==> config.mk <==
export PLATFORM = sky130hd
export DESIGN_NAME = note_sequencer
export DESIGN_NICKNAME = d
export VERILOG_FILES = /design/src/rtl/gate_hero_pkg.sv /design/src/rtl/lane_slot.sv /design/src/rtl/note_sequencer.sv
export SDC_FILE = /design/constraint.sdc
export NUM_CORES = 1
export LEC_CHECK = 0
export ABC_AREA = 1
export BUFFER_PORTS_ARGS = -buffer_cell sky130_fd_sc_hd__buf_2
export CAP_MARGIN = 20
export CORE_ASPECT_RATIO = 0.75
export CORE_MARGIN = 2
export CORE_UTILIZATION = 43
export DETAILED_ROUTE_END_ITERATION = 12
export SYNTH_ARGS = -nofsm -noshare
export SYNTH_HDL_FRONTEND = slang
export SYNTH_SLANG_ARGS = --single-unit
==> constraint.sdc <==
create_clock -name clk -period 3.21 [get_ports clk]
set_input_delay 0.642 -clock clk [delete_from_list [all_inputs] [get_ports clk]]
set_output_delay 0.642 -clock clk [all_outputs]
set_load 0.005 [all_outputs]
==> src/rtl/gate_hero_pkg.sv <==
// Shared constants, lane colours and sequencer states for the note display.
// Exports: NOTE_* geometry, SCREEN_* size, colour constants, state_t, lane_colour().
package gate_hero_pkg;

    localparam int NOTE_W      = 15;
    localparam int NOTE_H      = 7;
    localparam int NOTE_CYCLES = NOTE_W * NOTE_H;
    localparam int SCREEN_W    = 160;
    localparam int SCREEN_H    = 120;

    localparam logic [2:0] COL_ERASE = 3'b000;
    localparam logic [2:0] COL_LANE0 = 3'b010;
    localparam logic [2:0] COL_LANE1 = 3'b100;
    localparam logic [2:0] COL_LANE2 = 3'b110;
    localparam logic [2:0] COL_LANE3 = 3'b001;

    typedef enum logic [2:0] {
        ST_IDLE,
        ST_EVAL,
        ST_LANE,
        ST_ERASE,
        ST_DRAW,
        ST_DONE
    } state_t;

    function automatic logic [2:0] lane_colour(input logic [1:0] lane);
        logic [2:0] c;
        unique case (lane)
            2'd0:    c = COL_LANE0;
            2'd1:    c = COL_LANE1;
            2'd2:    c = COL_LANE2;
            default: c = COL_LANE3;
        endcase
        return c;
    endfunction

endpackage

==> src/rtl/lane_slot.sv <==
// One lane's note slot: active/visible/y plus pending spawn and hit strobes.
// Ports: spawn/hit strobes, eval_en/step_en updates, y, eval and step results.
module lane_slot
    import gate_hero_pkg::*;
#(
    parameter int SPEED  = 1,
    parameter int Y_MAX  = 113,
    parameter int HIT_LO = 100,
    parameter int HIT_HI = 113
) (
    input  logic       clk,
    input  logic       reset,
    input  logic       spawn,
    input  logic       hit,
    input  logic       eval_en,
    input  logic       step_en,
    output logic [6:0] y,
    output logic       hit_ok,
    output logic       hit_bad,
    output logic       step_erase,
    output logic       step_draw,
    output logic       step_miss,
    output logic [6:0] y_new
);

    logic       active;
    logic       visible;
    logic       spawn_p;
    logic       hit_p;
    logic       in_win;
    logic       spawn_ok;
    logic [7:0] y_next;

    always_comb begin
        in_win   = (y >= 7'(HIT_LO)) && (y <= 7'(HIT_HI));
        hit_ok   = hit_p && active && visible && in_win;
        hit_bad  = hit_p && !hit_ok;
        // Old visible blocks a spawn, so a lane freed by a hit waits a frame.
        spawn_ok = spawn_p && !active && !visible;
        y_next   = {1'b0, y};
        if (active && visible) begin
            y_next = {1'b0, y} + 8'(SPEED);
        end
        step_miss  = active && (y_next > 8'(Y_MAX));
        step_draw  = active && !step_miss;
        step_erase = visible;
        y_new      = y_next[6:0];
    end

    always_ff @(posedge clk) begin
        if (reset) begin
            active  <= 1'b0;
            visible <= 1'b0;
            y       <= '0;
            spawn_p <= 1'b0;
            hit_p   <= 1'b0;
        end else begin
            // A strobe landing on the consuming cycle stays for next frame.
            if (eval_en) begin
                hit_p   <= hit;
                spawn_p <= spawn_ok ? spawn : (spawn_p | spawn);
                if (hit_ok) begin
                    active <= 1'b0;
                end else if (spawn_ok) begin
                    active <= 1'b1;
                    y      <= '0;
                end
            end else begin
                hit_p   <= hit_p | hit;
                spawn_p <= spawn_p | spawn;
            end
            if (step_en) begin
                if (step_miss) begin
                    active  <= 1'b0;
                    visible <= 1'b0;
                end else if (step_draw) begin
                    y       <= y_new;
                    visible <= 1'b1;
                end else begin
                    visible <= 1'b0;
                end
            end
        end
    end

endmodule

==> src/rtl/note_sequencer.sv <==
// Per-frame note animator: evaluates hits/spawns, then erases and redraws
// each lane's note through the 15x7 rasteriser.
// Ports: clk, reset, frame_tick, spawn/hit strobes in; x/y/c base, plot,
//        busy, hit_ok/hit_bad/miss/overrun pulses out (all registered).
module note_sequencer
    import gate_hero_pkg::*;
#(
    parameter int N_LANES    = 4,
    parameter int LANE_X0    = 40,
    parameter int LANE_PITCH = 20,
    parameter int SPEED      = 1,
    parameter int Y_MAX      = 113,
    parameter int HIT_LO     = 100,
    parameter int HIT_HI     = 113
) (
    input  logic               clk,
    input  logic               reset,
    input  logic               frame_tick,
    input  logic [N_LANES-1:0] spawn,
    input  logic [N_LANES-1:0] hit,
    output logic [7:0]         x_out,
    output logic [6:0]         y_out,
    output logic [2:0]         c_out,
    output logic               plot,
    output logic               busy,
    output logic [N_LANES-1:0] hit_ok,
    output logic [N_LANES-1:0] hit_bad,
    output logic [N_LANES-1:0] miss,
    output logic               overrun
);

    localparam int LW = (N_LANES > 1) ? $clog2(N_LANES) : 1;

    state_t       state;
    logic [LW-1:0] lane;
    logic [6:0]   cnt;
    logic [6:0]   draw_y;
    logic         draw_en;

    logic               eval_en;
    logic [N_LANES-1:0] step_en;
    logic [N_LANES-1:0] s_hit_ok;
    logic [N_LANES-1:0] s_hit_bad;
    logic [N_LANES-1:0] s_erase;
    logic [N_LANES-1:0] s_draw;
    logic [N_LANES-1:0] s_miss;
    logic [6:0]         s_y     [N_LANES];
    logic [6:0]         s_y_new [N_LANES];

    logic       last_lane;
    logic       seg_end;
    logic [7:0] lane_x;
    logic [2:0] lane_c;

    assign eval_en = (state == ST_EVAL);

    for (genvar i = 0; i < N_LANES; i++) begin : g_lane
        assign step_en[i] = (state == ST_LANE) && (lane == LW'(i));
        lane_slot #(
            .SPEED  (SPEED),
            .Y_MAX  (Y_MAX),
            .HIT_LO (HIT_LO),
            .HIT_HI (HIT_HI)
        ) u_slot (
            .clk        (clk),
            .reset      (reset),
            .spawn      (spawn[i]),
            .hit        (hit[i]),
            .eval_en    (eval_en),
            .step_en    (step_en[i]),
            .y          (s_y[i]),
            .hit_ok     (s_hit_ok[i]),
            .hit_bad    (s_hit_bad[i]),
            .step_erase (s_erase[i]),
            .step_draw  (s_draw[i]),
            .step_miss  (s_miss[i]),
            .y_new      (s_y_new[i])
        );
    end

    always_comb begin
        last_lane = (lane == LW'(N_LANES - 1));
        seg_end   = (cnt == 7'(NOTE_CYCLES - 1));
        lane_x    = 8'(LANE_X0 + LANE_PITCH * int'(lane));
        lane_c    = lane_colour(2'(lane));
    end

    always_ff @(posedge clk) begin
        if (reset) begin
            state   <= ST_IDLE;
            lane    <= '0;
            cnt     <= '0;
            draw_y  <= '0;
            draw_en <= 1'b0;
            x_out   <= '0;
            y_out   <= '0;
            c_out   <= '0;
            plot    <= 1'b0;
            busy    <= 1'b0;
            hit_ok  <= '0;
            hit_bad <= '0;
            miss    <= '0;
            overrun <= 1'b0;
        end else begin
            hit_ok  <= s_hit_ok & {N_LANES{eval_en}};
            hit_bad <= s_hit_bad & {N_LANES{eval_en}};
            miss    <= step_en & s_miss;
            overrun <= frame_tick && (state != ST_IDLE);
            unique case (state)
                ST_IDLE: begin
                    if (frame_tick) begin
                        state <= ST_EVAL;
                        busy  <= 1'b1;
                    end
                end
                ST_EVAL: begin
                    lane  <= '0;
                    state <= ST_LANE;
                end
                ST_LANE: begin
                    draw_y  <= s_y_new[lane];
                    draw_en <= s_draw[lane];
                    cnt     <= '0;
                    x_out   <= lane_x;
                    if (s_erase[lane]) begin
                        state <= ST_ERASE;
                        plot  <= 1'b1;
                        y_out <= s_y[lane];
                        c_out <= COL_ERASE;
                    end else if (s_draw[lane]) begin
                        state <= ST_DRAW;
                        plot  <= 1'b1;
                        y_out <= s_y_new[lane];
                        c_out <= lane_c;
                    end else if (last_lane) begin
                        state <= ST_DONE;
                    end else begin
                        lane <= lane + 1'b1;
                    end
                end
                ST_ERASE: begin
                    cnt <= cnt + 7'd1;
                    if (seg_end) begin
                        cnt <= '0;
                        if (draw_en) begin
                            state <= ST_DRAW;
                            y_out <= draw_y;
                            c_out <= lane_c;
                        end else begin
                            plot <= 1'b0;
                            if (last_lane) begin
                                state <= ST_DONE;
                            end else begin
                                lane  <= lane + 1'b1;
                                state <= ST_LANE;
                            end
                        end
                    end
                end
                ST_DRAW: begin
                    cnt <= cnt + 7'd1;
                    if (seg_end) begin
                        cnt  <= '0;
                        plot <= 1'b0;
                        if (last_lane) begin
                            state <= ST_DONE;
                        end else begin
                            lane  <= lane + 1'b1;
                            state <= ST_LANE;
                        end
                    end
                end
                ST_DONE: begin
                    busy  <= 1'b0;
                    state <= ST_IDLE;
                end
                default: state <= ST_IDLE;
            endcase
        end
    end

endmodule

**After elaboration in Yosys (flattened, before gate mapping)**

Cells that the tools add are included.
W data, S select, Z words.

- Add/subtract/negate cells: 7
- Multipliers: 1
- Equal/unequal tests: 18
- Reduce and logical (&&, ||, !) cells: 75
- Multiplexer cells: 115
- $lt $le $gt $ge: 14
- Bitwise operators: 12

Operators with widths:

| cell | number |
|---|---|
| $mux W7 | 33 |
| $mux W1 | 48 |
| $logic_and A1 B1 Y1 | 45 |
| $mux W3 | 12 |
| $add A7 B1 Y8 const B | 4 |
| $gt A8 B7 Y1 const B | 4 |
| $mux W8 | 4 |
| $bmux W7 S2 | 2 |
| $ge A7 B7 Y1 const B | 4 |
| $le A7 B7 Y1 const B | 4 |
| $pmux W7 S2 | 2 |
| $logic_not A1 Y1 | 16 |
| $pmux W3 S5 | 1 |
| $ne A2 B2 Y1 const B | 7 |
| $and A4 B4 Y4 | 3 |
| $mux W2 | 6 |
| $pmux W3 S3 | 1 |
| $add A6 B7 Y8 const A | 1 |
| $or A1 B1 Y1 | 8 |
| $pmux W2 S4 | 1 |
| $reduce_and A4 Y1 | 2 |
| $add A7 B1 Y7 const B | 1 |
| $eq A7 B7 Y1 const B | 1 |
| $eq A3 B2 Y1 const B | 2 |
| other kinds (24) | 30 |

- Input bits: 11
- Output and inout port bits: 33
- Register bits after elaboration: 97
- Word-level logic and storage cells: 276

**Longest topological paths before layout**

- Depth in word-level cells: 11
- Gate-level depth with buffers: 19
- Gate-level depth less buffers: 18

**By module**

From an unflattened synthesis, not the netlist that was laid out.

- Cells, all modules: 1007
- Area total of the unflattened synthesis: 6034.5 um2

By module, submodules not included:

| module | cells each | sequential area each (um2) | area each (um2) | times used |
|---|---|---|---|---|
| lane_slot | 131 | 220.2 | 773.2 | 4 |
| note_sequencer | 483 | 1001.0 | 2941.6 | 1 |

**Worst setup path after synthesis**

No wires, ideal clock.

- Kind: flip-flop to flip-flop
- From: register lane[0]
- To: register g_lane[2].u_slot.y[2]
- Arrival time: 2.176 ns
- Setup slack: 0.960 ns
- Data required time: 3.136 ns
- Period minus slack after synthesis: 2.250 ns
- Library setup time: 0.074 ns
- Stages on the path, launching flop included: 14
- Path buffers: 5
- Cells stage by stage: dfxtp_1 buf_4 inv_1 clkbuf_1 clkbuf_1 buf_2 ha_1 inv_1 nor2_1 inv_1 nor2_1 buf_2 o21ai_0 a31oi_1

- Longest elaborated chain between the ends: 3

Ends and longest elaborated chain:

| element | line | source |
|---|---|---|
| start, declared | note_sequencer.sv:35 | `logic [LW-1:0] lane;` |
| start signal, assigned | note_sequencer.sv:138 | `lane <= lane + 1'b1;` |
| start signal, assigned | note_sequencer.sv:154 | `lane <= lane + 1'b1;` |
| start signal, assigned | note_sequencer.sv:168 | `lane <= lane + 1'b1;` |
| $eq A2 B2 Y1 | note_sequencer.sv:58 | `assign step_en[i] = (state == ST_LANE) && (lane == LW'(i));` |
| $logic_and A1 B1 Y1 | note_sequencer.sv:58 |  |
| $mux W7 | lane_slot.sv:72 | `if (step_en) begin` |
| end signal, assigned | lane_slot.sv:77 | `y <= y_new;` |
| end, declared | lane_slot.sv:17 | `output logic [6:0] y,` |

Every way passes these cells.
A chain may end at the register's enable or synchronous reset.

**Worst setup path after layout**

- From: register g_lane[2].u_slot.y[0]
- To: register g_lane[2].u_slot.y[1]

- Longest elaborated chain between the ends: 9
- Elaborated cells on any way between the ends: 15
- Those cells by class: add/sub (1); order compare (3); mux (6); reduce/logical (5)

Ends and longest elaborated chain:

| element | line | source |
|---|---|---|
| $add A7 B1 Y8 | lane_slot.sv:42 | `y_next = {1'b0, y} + 8'(SPEED);` |
| $mux W8 | lane_slot.sv:41 | `if (active && visible) begin` |
| $gt A8 B7 Y1 | lane_slot.sv:44 | `step_miss = active && (y_next > 8'(Y_MAX));` |
| $logic_and A1 B1 Y1 | lane_slot.sv:44 |  |
| $logic_not A1 Y1 | lane_slot.sv:45 | `step_draw = active && !step_miss;` |
| $logic_and A1 B1 Y1 | lane_slot.sv:45 |  |
| $mux W7 | lane_slot.sv:76 | `end else if (step_draw) begin` |
| $mux W7 | lane_slot.sv:73 | `if (step_miss) begin` |
| $mux W7 (*) | lane_slot.sv:72 |  |

Mark *: on every way between the ends. The rest lies on a longest branch, timed or not.

==> flow_summary.toml <==
[routing]
drc = 0
routed_wire_length_per_instance_um = 15.5
total_routed_length_um = 15700
drt_first_pass_iters = 5
via_count = 5470
first_iter_violations = 542
avgViaCountPerCell = 5.39
antenna_violating_nets_remaining = 0

[cts]
postCtsSetupBuffers = 0
cts_htree_levels = 3
cts.repair.resized = 0
clkLatencyLatePin_ns = 0.34
ctsLongestPathBuffers = 2
clk_root_buffer_cell = "clkbuf_16"
tritoncts = "yes"
number_of_buffers_added_by_the_clock_tree_synthesis_step = 9
clk_transition_reported_paths_ns = 0.06
numClockSinks = 94
cts_hold_buffers = 0

[yosys]
syn_area_um2 = 5450
netlist-cell-type-count = 46
synth_area_leader_cell = "dfxtp_1"
synth.yosys.warnings = 0
synthFlopType = "dfxtp_1"
post_synth_edffs = 0
syn_area_per_cell_um2 = 6.68
yosysTopAreaCellShare = 0.346
synth_sequential_area_ratio = 0.346
post_synth_inst_count = 815
ys_async_sr_fraction = 0
yosys-top-cells-area = "dfxtp_1 (35%), nand2_1 (11%), o21ai_0 (8.5%)"
postSynthRegisterBits = 94

[sta]
total_of_endpoints_with_negative_setup_slack_in_the_final_report = 0
final_min_period_over_clock_period = 0.766
totalNegativeSetupSlack_ns = 0
min_period_ns = 2.46
slew-limit-headroom = 0.560
worst_case_hold_slack_ns = 0.461
worst-slew-pin-transition_ns = 0.658
final_max_slew_viol_count = 0
hold_violations = 0
rsz0062_at_grt = "false"
final.setup_skew_ns = 0.00827
f_max_mhz = 407

[floorplan]
die_area_um2 = 13600
initial_core_util = 0.443
die_width_um = 134
ios = 44
core_region_area_um2 = 12300
fp.dieH_um = 101
num_rows = 35

[worst_setup_path]
worstPathCellList = "inv_1, ha_1, nor2_1, a21oi_1, nor2_1, nand2_1, nand2_1, nand3_1, nor2_1, inv_1, o21ai_0, a21oi_1"
worst_path_slowest_cell = "nor2_1"
cpMostUsedCell = "nor2_1"
worst_setup_path_start_kind = "flop"
worst-path-max-fanout = 11
cpPeakStageDelay_ns = 0.51
critPathRequiredTime_ns = 3.44
cp_data_arrival_time_ns = 2.69
worstSetupEndpointType = "flop"
category_of_the_critical_setup_timing_path = "flop to flop"

[pwr]
pwr_density_cell_nw_per_um2 = 625
power_leakage_nw = 2.57
vdd.ir_drop.worst_v = 0.000329

[global_routing]
number_of_global_route_vias_before_repair = 5037
track_usage = 0.240
initial_antenna_violation_count = 0
grt_max_degree = 58
wire_length_of_the_first_global_routing_pass_um = 25700
globalRouteOverflowTotal = 0

[status]
outcome = "finished clean"

[placed_design]
place.port_buffers = 40
final_estimated_routing_congestion_in_global_placement = 0.945
dpl_cell_area_um2 = 5740
place_hpwl_um = 11600

[cells_and_area]
nNetsFinal = 874
area_delta_synth_final_pct = 11.0
antenna-diode-count = 0
final_design_area_no_fill_um2 = 6040
post_route_cells_drive_above_1_share = 0.119

[hold_path]
timing.hold.worst.class = "flop to flop"

[flow_run]
maxCapViolations = 0
[metal layers]
metal,global-route usage,part of all wire
met3,0.0415,0.068
met4,0.0769,0.026
met1,0.355,0.50
met2,0.354,0.41
met5,0,0
[cell type report]
class                   instances  area [µm²]
flip-flops and latches         94        1880
repair buffers                 51         283
inverters                      91         342
fillers                      1304        6260
clock buffers                  12         256
well taps                     166         208
multi-input cells             597        3030
clock inverters                 3        43.8
[cells in the mapped netlist (all sizes together) (2+ instances only)]
cell type and number:
nand2 163, nor2 117, o21ai 95, dfxtp 94, inv 91, a21oi 85
nand3 55, clkbuf 22, ha 19, buf 13, o211ai 11, nand4 8
nor3 7, xor2 7, a31oi 5, a211oi 3, nor4 2, o2111a 2
o21bai 2, o22ai 2
[worst paths after layout]
check / slack [ns] / endpoint / from / cells past startpoint
worst min register to register: 0.46 / hit_bad[3] / g_lane[3].u_slot.hit_p / 2
worst max-delay path: 0.75 / g_lane[2].u_slot.y[1] / g_lane[2].u_slot.y[0] / 12
worst max register to register: 0.75 / g_lane[2].u_slot.y[1] / g_lane[2].u_slot.y[0] / 12
worst min-delay path: 0.46 / hit_bad[3] / g_lane[3].u_slot.hit_p / 2
[power breakdown]
group          internal [W]  leakage, nW  switching (W)
Clock              0.000643        0.149       0.000453
Sequential          0.00132        0.765       0.000115
Combinational      0.000416         1.66       0.000830
Total               0.00238         2.57        0.00140
[stage by stage]
| stage | total power (W) | utilization | cells | setup WS [ns] |
|---|---|---|---|---|
| detailed placement | 0.00270 | 0.467 | 999 | 0.826 |
| floorplan | 0.00233 | - | 817 | 0.960 |
| global placement | 0.00269 | 0.467 | 999 | 0.840 |
| finish | 0.00378 | 0.491 | 1014 | 0.751 |
| CTS | 0.00380 | 0.491 | 1014 | 0.790 |
| global route | 0.00402 | 0.491 | 1014 | 0.379 |
[state kept, by name, summed over array words and instances (netlist names), 2 cells and up]
register	count
g_lane.u_slot.y	28
cnt	7
draw_y	7
y_out	7
x_out	5
g_lane.u_slot.active	4
g_lane.u_slot.hit_p	4
g_lane.u_slot.spawn_p	4
g_lane.u_slot.step_erase	4
hit_bad	4
hit_ok	4
miss	4
c_out	3
state	3
lane	2
[worst max-delay path, delay by kind of cell, from the launching register on]
family                     cells  cell delay [ns]
and+or+nand+nor                6             0.93
buffers and inverters          2             0.32
DFF                            1             0.46
AOI/OAI and AO/OA              3             0.33
adders and majority gates      1             0.31
[kinds of logic after synthesis]
group	after synthesis	synth area share
adder cells (fa/ha/maj)	19	0.0437
other	1	0.000689
XOR/XNOR	8	0.0129
AND/OR/NAND/NOR	354	0.283
AO/OA/AOI/OAI	213	0.214
flip-flops	94	0.346
buffers and inverters	126	0.100
[cell usage in the layout, fill, tap and decap left out, types with 7 or more instances in the layout]
cell,count
dfxtp_1,94
ha_1,19
nand2_1,155
a21oi_1,82
o21ai_0,92
nand4_1,8
nor2_2,8
clkbuf_16,9
o211ai_1,11
xor2_1,7
nor3_1,7
inv_1,86
nand3_2,11
nor2_1,109
buf_4,11
buf_2,40
nand2_2,7
nand3_1,44
Power figures use the tool's default switching activity.
